### config.mk
export PLATFORM = sky130hd
export DESIGN_NAME = blit_outer_seq
export DESIGN_NICKNAME = d
export VERILOG_FILES = /design/src/rtl/blit_outer_seq.sv
export SDC_FILE = /design/constraint.sdc
export NUM_CORES = 1
export LEC_CHECK = 0
export BUFFER_PORTS_ARGS = -buffer_cell sky130_fd_sc_hd__buf_2
export CELL_PAD_IN_SITES_DETAIL_PLACEMENT = 1
export CELL_PAD_IN_SITES_GLOBAL_PLACEMENT = 1
export CORE_MARGIN = 3
export CORE_UTILIZATION = 38
export CTS_BUF_LIST = sky130_fd_sc_hd__clkbuf_16
export DETAILED_ROUTE_END_ITERATION = 8
export PLACE_DENSITY = 0.82
export SLEW_MARGIN = 25
export SYNTH_ARGS = -nofsm -noshare
export SYNTH_HDL_FRONTEND = slang
export SYNTH_SLANG_ARGS = --single-unit
### constraint.sdc
create_clock -name CCLK -period 3.2 [get_ports CCLK]
set_input_delay 0 -clock CCLK [delete_from_list [all_inputs] [get_ports CCLK]]
set_output_delay 0 -clock CCLK [all_outputs]
set_load 0.005 [all_outputs]
### src/rtl/blit_outer_seq.sv
// blit_outer_seq: outer-pass sequencer for the blitter (parameter read, inner loop, pass count).
// Define BLIT_SUSPEND_EN to add the HOLD input, which stalls the machine in NEXT.
module blit_outer_seq (
    input  logic       CCLK,
    input  logic       SRESET,
    input  logic       START,
    input  logic       PARRD,
    input  logic [7:0] OCNTLD,
    input  logic       PARDN,
    input  logic       INNDN,
`ifdef BLIT_SUSPEND_EN
    input  logic       HOLD,
`endif
    output logic       RDPAR,
    output logic       INNGO,
    output logic       BUSY,
    output logic       ODONE,
    output logic [7:0] OCNT
);
    typedef enum logic [2:0] {IDLE, PARAM, INNER, NEXT, DONE} state_t;
    state_t     state_q, state_d;
    logic [7:0] ocnt_q, ocnt_d;
    logic       rdpar_q, inngo_q, busy_q, odone_q;
    logic       hold;
`ifdef BLIT_SUSPEND_EN
    assign hold = HOLD;
`else
    assign hold = 1'b0;
`endif
    always_comb begin
        state_d = state_q;
        ocnt_d  = ocnt_q;
        case (state_q)
            IDLE: if (START) begin
                state_d = PARRD ? PARAM : INNER;
                ocnt_d  = OCNTLD;
            end
            PARAM: if (PARDN) state_d = INNER;
            INNER: if (INNDN) state_d = NEXT;
            // a count of 1 means this was the last pass; 0 wraps to 255 for 256 passes
            NEXT: if (!hold) begin
                ocnt_d  = ocnt_q - 8'd1;
                state_d = (ocnt_q == 8'd1) ? DONE : (PARRD ? PARAM : INNER);
            end
            DONE: state_d = IDLE;
            default: state_d = IDLE;
        endcase
    end
    // outputs are registered from the next state so they line up with the state they describe
    always_ff @(posedge CCLK) begin
        if (SRESET) begin
            state_q <= IDLE;
            ocnt_q  <= 8'd0;
            rdpar_q <= 1'b0;
            inngo_q <= 1'b0;
            busy_q  <= 1'b0;
            odone_q <= 1'b0;
        end else begin
            state_q <= state_d;
            ocnt_q  <= ocnt_d;
            rdpar_q <= state_d == PARAM;
            inngo_q <= state_d == INNER && state_q != INNER;
            busy_q  <= state_d != IDLE;
            odone_q <= state_d == DONE;
        end
    end
    assign RDPAR = rdpar_q;
    assign INNGO = inngo_q;
    assign BUSY  = busy_q;
    assign ODONE = odone_q;
    assign OCNT  = ocnt_q;
endmodule

Word level (Yosys, flattened, before mapping) --
Cells that the tools add are included.
Word-level totals: logic and storage cells 29, output and inout bits 12, bits in registers 15
Operators by class: multiplexer cells 8, reductions and logical operators 5, add/sub/neg operators 1, equal/unequal tests 9
Operator list (number):
- one-hot mux 8 bit (2 select lines) | 1
- two-way mux 3 bit | 4
- one-hot mux 3 bit (4 select lines) | 1
- equality test 3 x 2 -> 1 bit (second input constant) | 3
- equality test 8 x 1 -> 1 bit (second input constant) | 1
- two-way mux 8 bit | 1
- subtractor 8 x 1 -> 8 bit (second input constant) | 1
- equality test 3 x 1 -> 1 bit (second input constant) | 2
- equality test 3 bit (second input constant) | 1
- logical NOT 3 bit | 1
- != test 3 x 2 -> 1 bit (second input constant) | 1
- nonzero test 3 bit | 1
- two-way mux 2 bit | 1
- != test 2 bit (second input constant) | 1
- AND reduction 2 bit | 1
- nonzero test 2 bit | 1
- logical AND 1 bit | 1

Longest topological paths before layout --
Gate-level depths: netlist of the first run.
depth after elaboration 5, gate-level depth with buffers 5

Worst setup path before layout of the first run --
OpenSTA, ideal clock, no wires.
path type reg-to-reg, start reg state_q[1], end reg ocnt_q[7] (netlist: OCNT[7]), setup time 0.133 ns, path buffers 2, data required time 3.067 ns, stages on the path, launching flop included 6, data arrival time 1.428 ns, path slack 1.638 ns, clock period less this slack 1.562 ns, cell sequence dfxtp_1 -> buf_4 -> or4b_2 -> clkbuf_1 -> o21bai_1 -> a211oi_2
Between the ends: longest elaborated chain between the ends 3, elaborated cells between the ends (all ways) 6, those cells by class 2 x eq/ne; 1 x mux; 3 x reduce/logical
Ends and longest elaborated chain:
- start: declaration | line 21 | state_t state_q, state_d;
- start signal: assignment | line 59 | state_q <= state_d;
- equality test 3 x 2 -> 1 bit or logical NOT 3 bit (tied branches) | line 33 | case (state_q)
- nonzero test 2 bit (no source line) or != test 2 bit (tied branches)
- AND reduction 2 bit (no source line)
- end signal: assignment | line 60 | ocnt_q <= ocnt_d;
- end: declaration | line 22 | logic [7:0] ocnt_q, ocnt_d;
Parallel ways exist; a longest one is shown, timed or not. A chain may end at the register's enable or synchronous reset.

Worst setup path in the final report of the first run --
start reg ocnt_q[4] (netlist: OCNT[4]), end reg inngo_q (netlist: INNGO)
Between the ends: longest elaborated chain between the ends 5
Ends and longest elaborated chain:
- equality test 8 x 1 -> 1 bit | line 43 | state_d = (ocnt_q == 8'd1) ? DONE : (PARRD ? PARAM : INNER);
- two-way mux 3 bit | line 43
- one-hot mux 3 bit (4 select lines) | line 33
- equality test 3 x 2 -> 1 bit | line 62 | inngo_q <= state_d == INNER && state_q != INNER;
- logical AND 1 bit | line 62
- end signal: assignment | line 55 | inngo_q <= 1'b0;
- end signal: assignment | line 62
- end: declaration | line 23 | logic rdpar_q, inngo_q, busy_q, odone_q;
Every way passes these cells.

==> results of run 1 <==
[critical path: cells and delay by family (launching register included)]
kind	cells	cell delay (ps)
AND/OR/NAND/NOR	3	890
flip-flops	1	360
AO/OA/AOI/OAI	1	320
[layout by cell type (no fill, tap or decap), types with 2 or more instances in the layout]
cell type / instances
nor4b_1: 2
nor3_1: 6
nor4_1: 2
clkbuf_16: 3
nor2b_1: 2
o21ai_0: 3
a22oi_1: 2
nor2_1: 10
a31oi_1: 2
buf_2: 25
o211ai_1: 2
inv_1: 3
nand3_1: 4
dfxtp_1: 15
a21oi_1: 7
o21bai_1: 2
a221oi_1: 2
ha_1: 2
or3_1: 3
[power by group through the flow]
stage | Sequential, mW | Clock [mW] | Combinational, mW
global route | 0.231 | 0.259 | 0.121
floorplan | 0.222 | 0 | 0.0773
finish | 0.227 | 0.245 | 0.108
CTS | 0.227 | 0.248 | 0.109
global placement | 0.230 | 0 | 0.107
detailed placement | 0.231 | 0 | 0.108
[final timing paths]
| check | startpoint | endpoint | slack [ps] |
|---|---|---|---|
| worst min register to register | OCNT[5]$_SDFFE_PP0P_ | OCNT[5]$_SDFFE_PP0P_ | 530 |
| worst max register to register | OCNT[4]$_SDFFE_PP0P_ | INNGO$_SDFF_PP0_ | 1520 |
| worst max-delay path | OCNT[4]$_SDFFE_PP0P_ | INNGO$_SDFF_PP0_ | 1520 |
| worst min-delay path | OCNTLD[0] | OCNT[0]$_SDFFE_PP0P_ | 4 |
[registers in the layout, indices dropped and copies added (netlist names)]
register	count
BUSY	1
INNGO	1
OCNT	8
ODONE	1
RDPAR	1
state_q	3
[cell families after synthesis]
logic type	after synthesis	share of synthesized area, %
AOI/OAI and AO/OA	27	24.1
buffers and inverters	8	4.60
and+or+nand+nor	37	30.1
DFF	15	38.0
adders and majority gates	2	3.17
[per-layer routing]
layer / vias to the layer above / routed length [µm]
met1: 367 / 989
met3: 2 / 115
met5: - / 0
met2: 23 / 963
met4: 0 / 13
li1: 388 / -
[area by class of cell]
| type | count | area share [%] |
|---|---|---|
| flip-flops and latches | 15 | 30.0 |
| well taps | 25 | 3.13 |
| clock inverters | 1 | 0.500 |
| repair buffers | 25 | 12.5 |
| inverters | 3 | 1.13 |
| clock buffers | 3 | 7.50 |
| multi-input cells | 66 | 45.2 |
[stage by stage]
| stage | power (mW) | hold WS, ps |
|---|---|---|
| CTS | 0.584 | 6.51 |
| floorplan | 0.300 | 77.5 |
| global placement | 0.336 | 262 |
| detailed placement | 0.339 | 260 |
| global route | 0.611 | 35.3 |
| finish | 0.581 | 4.34 |
==> flow_metrics.env, run 1 <==
export IMPL_status="finished clean"
export IMPL_port_buffers=25
export IMPL_clock_sinks=15
export IMPL_netlist_area_um2=790
export IMPL_multi_input_area_um2=453
export IMPL_holdPathStages=3
export IMPL_globalplace_congestion=0.836
export IMPL_rr_worst_depth=4
export IMPL_pwr_share_seq_pct=39.2
export IMPL_layout_drive_gt1_share_pct=29.2
export IMPL_critical_path_required_ps=3340
export IMPL_max_freq_ghz=0.594
export IMPL_slowest_delay_ps=490
export IMPL_cts_tree="done"
export IMPL_antenna_cells=0
export IMPL_post_route_period_util_pct=52.6
export IMPL_drt_wl_total_um=2080
export IMPL_tightest_slew_ps=507
export IMPL_ant_nets=0
export IMPL_power_clock_fraction_pct=42.2
export IMPL_first_iter_violations=20
export IMPL_layout_cells_non_filler=138
export IMPL_use_met1_pct=22.8
export IMPL_synth_distinct_cells=35
export IMPL_syn_nets=105
export IMPL_die_w_um=51.6
export IMPL_setup_viol=0
export IMPL_track_usage_pct=17.4
export IMPL_yosys_warnings=0
export IMPL_finalNetCount=130
export IMPL_cts_resized=0
export IMPL_powerDensity_mw_per_mm2=580
export IMPL_cap_violations=0
export IMPL_grt_pass1_vias=766
export IMPL_rsz0062_at_grt="false"
export IMPL_ios=26
export IMPL_place_inst=134
export IMPL_syn_instance_count=89
export IMPL_holdBufCountCts=0
export IMPL_clk_latency_ps=250
export IMPL_synth_area_leader_cell="dfxtp_1"
export IMPL_grt_most_used_layer="met2"
export IMPL_min_period_ps=1680
export IMPL_globalRoute_totalOverflow=0
export IMPL_fill_cells=244
export IMPL_p_comb_share_pct=18.6
export IMPL_grtUsageMet2_pct=26.7
export IMPL_drcViolationCount=0
export IMPL_finClkSkew_ps=3.63
export IMPL_syn_mean_instance_area_um2=8.87
export IMPL_fin_util_pct=54.4
export IMPL_slew_limit_headroom_pct=65.9
export IMPL_yosysMostFrequentCell="dfxtp_1"
export IMPL_fin_ws_ps=1520
export IMPL_wl_per_cell_um=15.1
export IMPL_crit_path_start_kind="flop"
export IMPL_antenna_found_initial=0
export IMPL_fin_setup_tns_ps=0
export IMPL_cts_setup_buffers=0
export IMPL_p_int_mw=0.422
export IMPL_end_kind="flop"
export IMPL_leakage_nw=0.448
export IMPL_min_path_type="input pin to flop"
export IMPL_placed_cell_area_um2=921
export IMPL_cp_cell_sequence="nor4_1, nand3_1, a211o_1, and4_1"
export IMPL_via_count=780
export IMPL_htree_levels=1
export IMPL_grt_max_degree=15
export IMPL_cts_buffers=3
export IMPL_pre_cts_slack_ps=1510
export IMPL_gr_usage_met3_pct=6.02
export IMPL_fp_row_count=15
export IMPL_ys_top_cells_by_count="dfxtp_1, nor2_1, a21oi_1"
export IMPL_area_growth_pct=26.8
export IMPL_place_hpwl_um=1620
export IMPL_swShare_pct=27.4
export IMPL_grt_pass1_wl_um=3460
export IMPL_synth_seq_cells=15
export IMPL_coreArea_mm2=0.00184
export IMPL_initial_core_util_pct=42.9
export IMPL_synthArstFlopShare_pct=0
export IMPL_p_switching_mw=0.159
export IMPL_via_per_inst=5.65
export IMPL_max_clock_path_buffers=2
export IMPL_synth_top_area_share_pct=38.0
export IMPL_final_hold_violation_count=0
export IMPL_cp_max_fo=6
export IMPL_ir_drop_uv=319
export IMPL_die_area_mm2=0.00266
export IMPL_synth_edf_count=0
export IMPL_crit_slowest_cell="nor4_1"
export IMPL_slew_violations=0
export IMPL_yosysSeqAreaShare_pct=38.0
export IMPL_path_class="flop to flop"
export IMPL_synth_flop_cell="dfxtp_1"
export IMPL_path_clk_slew_ps=50
export IMPL_root_buffer="clkbuf_16"
export IMPL_drtPass1Iterations=4
export IMPL_cp_arrival_ps=1820
export IMPL_synth_area_leaders="dfxtp_1, nor2_1, a21oi_1"
export IMPL_chipHeight_um=51.6
export IMPL_fin_area_mm2=0.00100
export IMPL_seqCellArea_um2=300
Power figures use the tool's default switching activity.
==> run 2, diff against run 1 <==
--- a/config.mk
+++ b/config.mk
@@ -9,10 +9,10 @@
 export CELL_PAD_IN_SITES_DETAIL_PLACEMENT = 1
 export CELL_PAD_IN_SITES_GLOBAL_PLACEMENT = 1
 export CORE_MARGIN = 3
-export CORE_UTILIZATION = 38
+export CORE_UTILIZATION = 32
 export CTS_BUF_LIST = sky130_fd_sc_hd__clkbuf_16
 export DETAILED_ROUTE_END_ITERATION = 8
-export PLACE_DENSITY = 0.82
+export PLACE_DENSITY = 0.73
 export SLEW_MARGIN = 25
 export SYNTH_ARGS = -nofsm -noshare
 export SYNTH_HDL_FRONTEND = slang
==> constraint.sdc (replaced) <==
create_clock -name CCLK -period 1.5 [get_ports CCLK]
set_input_delay 0 -clock CCLK [delete_from_list [all_inputs] [get_ports CCLK]]
set_output_delay 0 -clock CCLK [all_outputs]
set_load 0.005 [all_outputs]
==> run 2 against run 1 <==
Net effect: the flow now finishes with violations (setup timing); die area up 16%; first-iteration DRC count is 10% lower; combinational power grew to 3.8 times the previous value; final cell count is 19% higher; power grew 150%; routed wire length is 41% higher; sequential share of layout area fell by 5.2 points; register-to-register slack worse by 1500 ps; critical path type unchanged; largest power group unchanged.
==> flow_metrics.env, run 2 (synthesis results as in run 1) <==
export IMPL_grt_pass1_wl_um=4600
export IMPL_globalplace_congestion=0.840
export IMPL_initial_core_util_pct=34.7
export IMPL_drt_wl_total_um=2940
export IMPL_max_freq_ghz=0.654
export IMPL_setup_viol=1
export IMPL_fin_ws_ps=-28.4
export IMPL_cap_violations=0
export IMPL_cts_tree="done"
export IMPL_fill_cells=272
export IMPL_port_buffers=25
export IMPL_layout_commonest_cell="buf_2"
export IMPL_cp_top_family="simple AND/OR/NAND/NOR gates"
export IMPL_globalRoute_totalOverflow=0
export IMPL_cp_max_fo=3
export IMPL_power_total_mw=1.43
export IMPL_tightest_slew_ps=300
export IMPL_status="finished with violations"
export IMPL_place_hpwl_um=1980
export IMPL_crit_path_start_kind="flop"
export IMPL_coreArea_mm2=0.00228
export IMPL_powerDensity_mw_per_mm2=1140
export IMPL_path_class="flop to flop"
export IMPL_antenna_cells=0
export IMPL_ir_drop_uv=888
export IMPL_finalNetCount=153
export IMPL_die_area_mm2=0.00310
export IMPL_area_growth_pct=59.6
export IMPL_wl_per_cell_um=17.9
export IMPL_clock_sinks=15
export IMPL_path_clk_slew_ps=50
export IMPL_grt_pass1_vias=951
export IMPL_placed_cell_area_mm2=0.00108
export IMPL_antenna_found_initial=0
export IMPL_crit_slowest_cell="or3_4"
export IMPL_slew_violations=0
export IMPL_ios=26
export IMPL_fp_row_count=17
export IMPL_post_route_period_util_pct=102
export IMPL_drtPass1Iterations=4
export IMPL_violations="setup timing"
export IMPL_end_kind="flop"
export IMPL_chipHeight_um=55.7
export IMPL_critical_path_required_ps=1670
export IMPL_first_iter_violations=18
export IMPL_leakage_nw=0.580
export IMPL_min_path_type="input pin to flop"
export IMPL_slew_limit_headroom_pct=79.9
export IMPL_grt_max_degree=15
export IMPL_path_buf_inv=0
export IMPL_layout_common_cells="buf_2, buf_4, nor2_1"
export IMPL_cp_cell_sequence="or3_4, or2_4, or3_1, a211oi_2"
export IMPL_largest_reg_flops=8
export IMPL_clk_latency_ps=250
export IMPL_slowest_delay_ps=380
export IMPL_fin_util_pct=55.4
export IMPL_root_buffer="clkbuf_16"
export IMPL_cp_arrival_ps=1700
export IMPL_cts_buffers=3
export IMPL_min_period_ps=1530
export IMPL_drcViolationCount=0
export IMPL_rsz0062_at_grt="true"
export IMPL_via_per_inst=5.73
export IMPL_ant_nets=0
export IMPL_max_clock_path_buffers=2
export IMPL_fin_area_mm2=0.00126
export IMPL_finClkSkew_ps=1.73
export IMPL_via_count=939
export IMPL_htree_levels=1
export IMPL_final_hold_violation_count=0
export IMPL_die_w_um=55.7
export IMPL_layout_drive_gt1_share_pct=55.1
export IMPL_track_usage_pct=18.6
run 2: cell types whose count changed in the layout (fill, tap and decap cells not counted), sizes merged:
| cell | change |
|---|---|
| buf | +23 |
run 2: per-layer routing:
layer / GRT usage, % / routed length [µm] / vias up
li1: - / - / 436
met1: 22.7 / 1210 / 457
met2: 31.6 / 1460 / 36
met3: 3.94 / 198 / 10
met4: 7.29 / 78 / 0
met5: 0 / 0 / -
run 2: per-stage QoR:
step           hold WS (ps)  std cells  setup TNS (ps)  setup slack (ps)
6_report               2.07        164           -28.4             -28.4
5_1_grt                22.8        164            -175             -74.0
4_1_cts                14.8        162           -37.3             -37.3
3_5_place_dp            272        157            -296             -82.8
3_3_place_gp            243        157           -59.0             -59.0
2_1_floorplan          75.6         89               0              7.99
run 2: report_power, final:
group / leakage [nW] / total (mW) / switching, mW / internal (mW)
Sequential: 0.127 / 0.485 / 0.0446 / 0.440
Combinational: 0.412 / 0.414 / 0.190 / 0.224
Clock: 0.0409 / 0.532 / 0.175 / 0.357
run 2: final timing paths:
| kind | start | end | slack, ps | cells after the start |
|---|---|---|---|---|
| worst min register to register | OCNT[1]$_SDFFE_PP0P_ | OCNT[1]$_SDFFE_PP0P_ | 530 | 2 |
| worst max-delay path | OCNT[4]$_SDFFE_PP0P_ | OCNT[7]$_SDFFE_PP0P_ | -30 | 4 |
| worst min-delay path | OCNTLD[1] | OCNT[1]$_SDFFE_PP0P_ | 2 | 3 |
| worst max register to register | OCNT[4]$_SDFFE_PP0P_ | OCNT[7]$_SDFFE_PP0P_ | -30 | 4 |
run 2: worst register-to-register path, stage by stage, from the launching register on:
cell      delay (ps)
dfxtp_2          330
or3_4            380
or2_4            250
or3_1            320
a211oi_2         180
run 2: area by class of cell:
cell class	instances	area, µm²	area share [%]
multi-input cells	66	519	41.2
inverters	3	11.3	0.894
well taps	28	35.0	2.78
repair buffers	48	302	23.9
clock inverters	1	5.00	0.397
flip-flops and latches	15	313	24.8
clock buffers	3	75.1	5.96
run 2: timing repair:
| item | 4_1_cts | 5_1_grt |
|---|---|---|
| setup endpoints to repair | 6 | 9 |
| pin swaps | 1 | 4 |
| resized for setup | 8 | 14 |
| setup buffers | 1 | 2 |
| hold buffers | 0 | 0 |
| hold endpoints to repair | 0 | 0 |
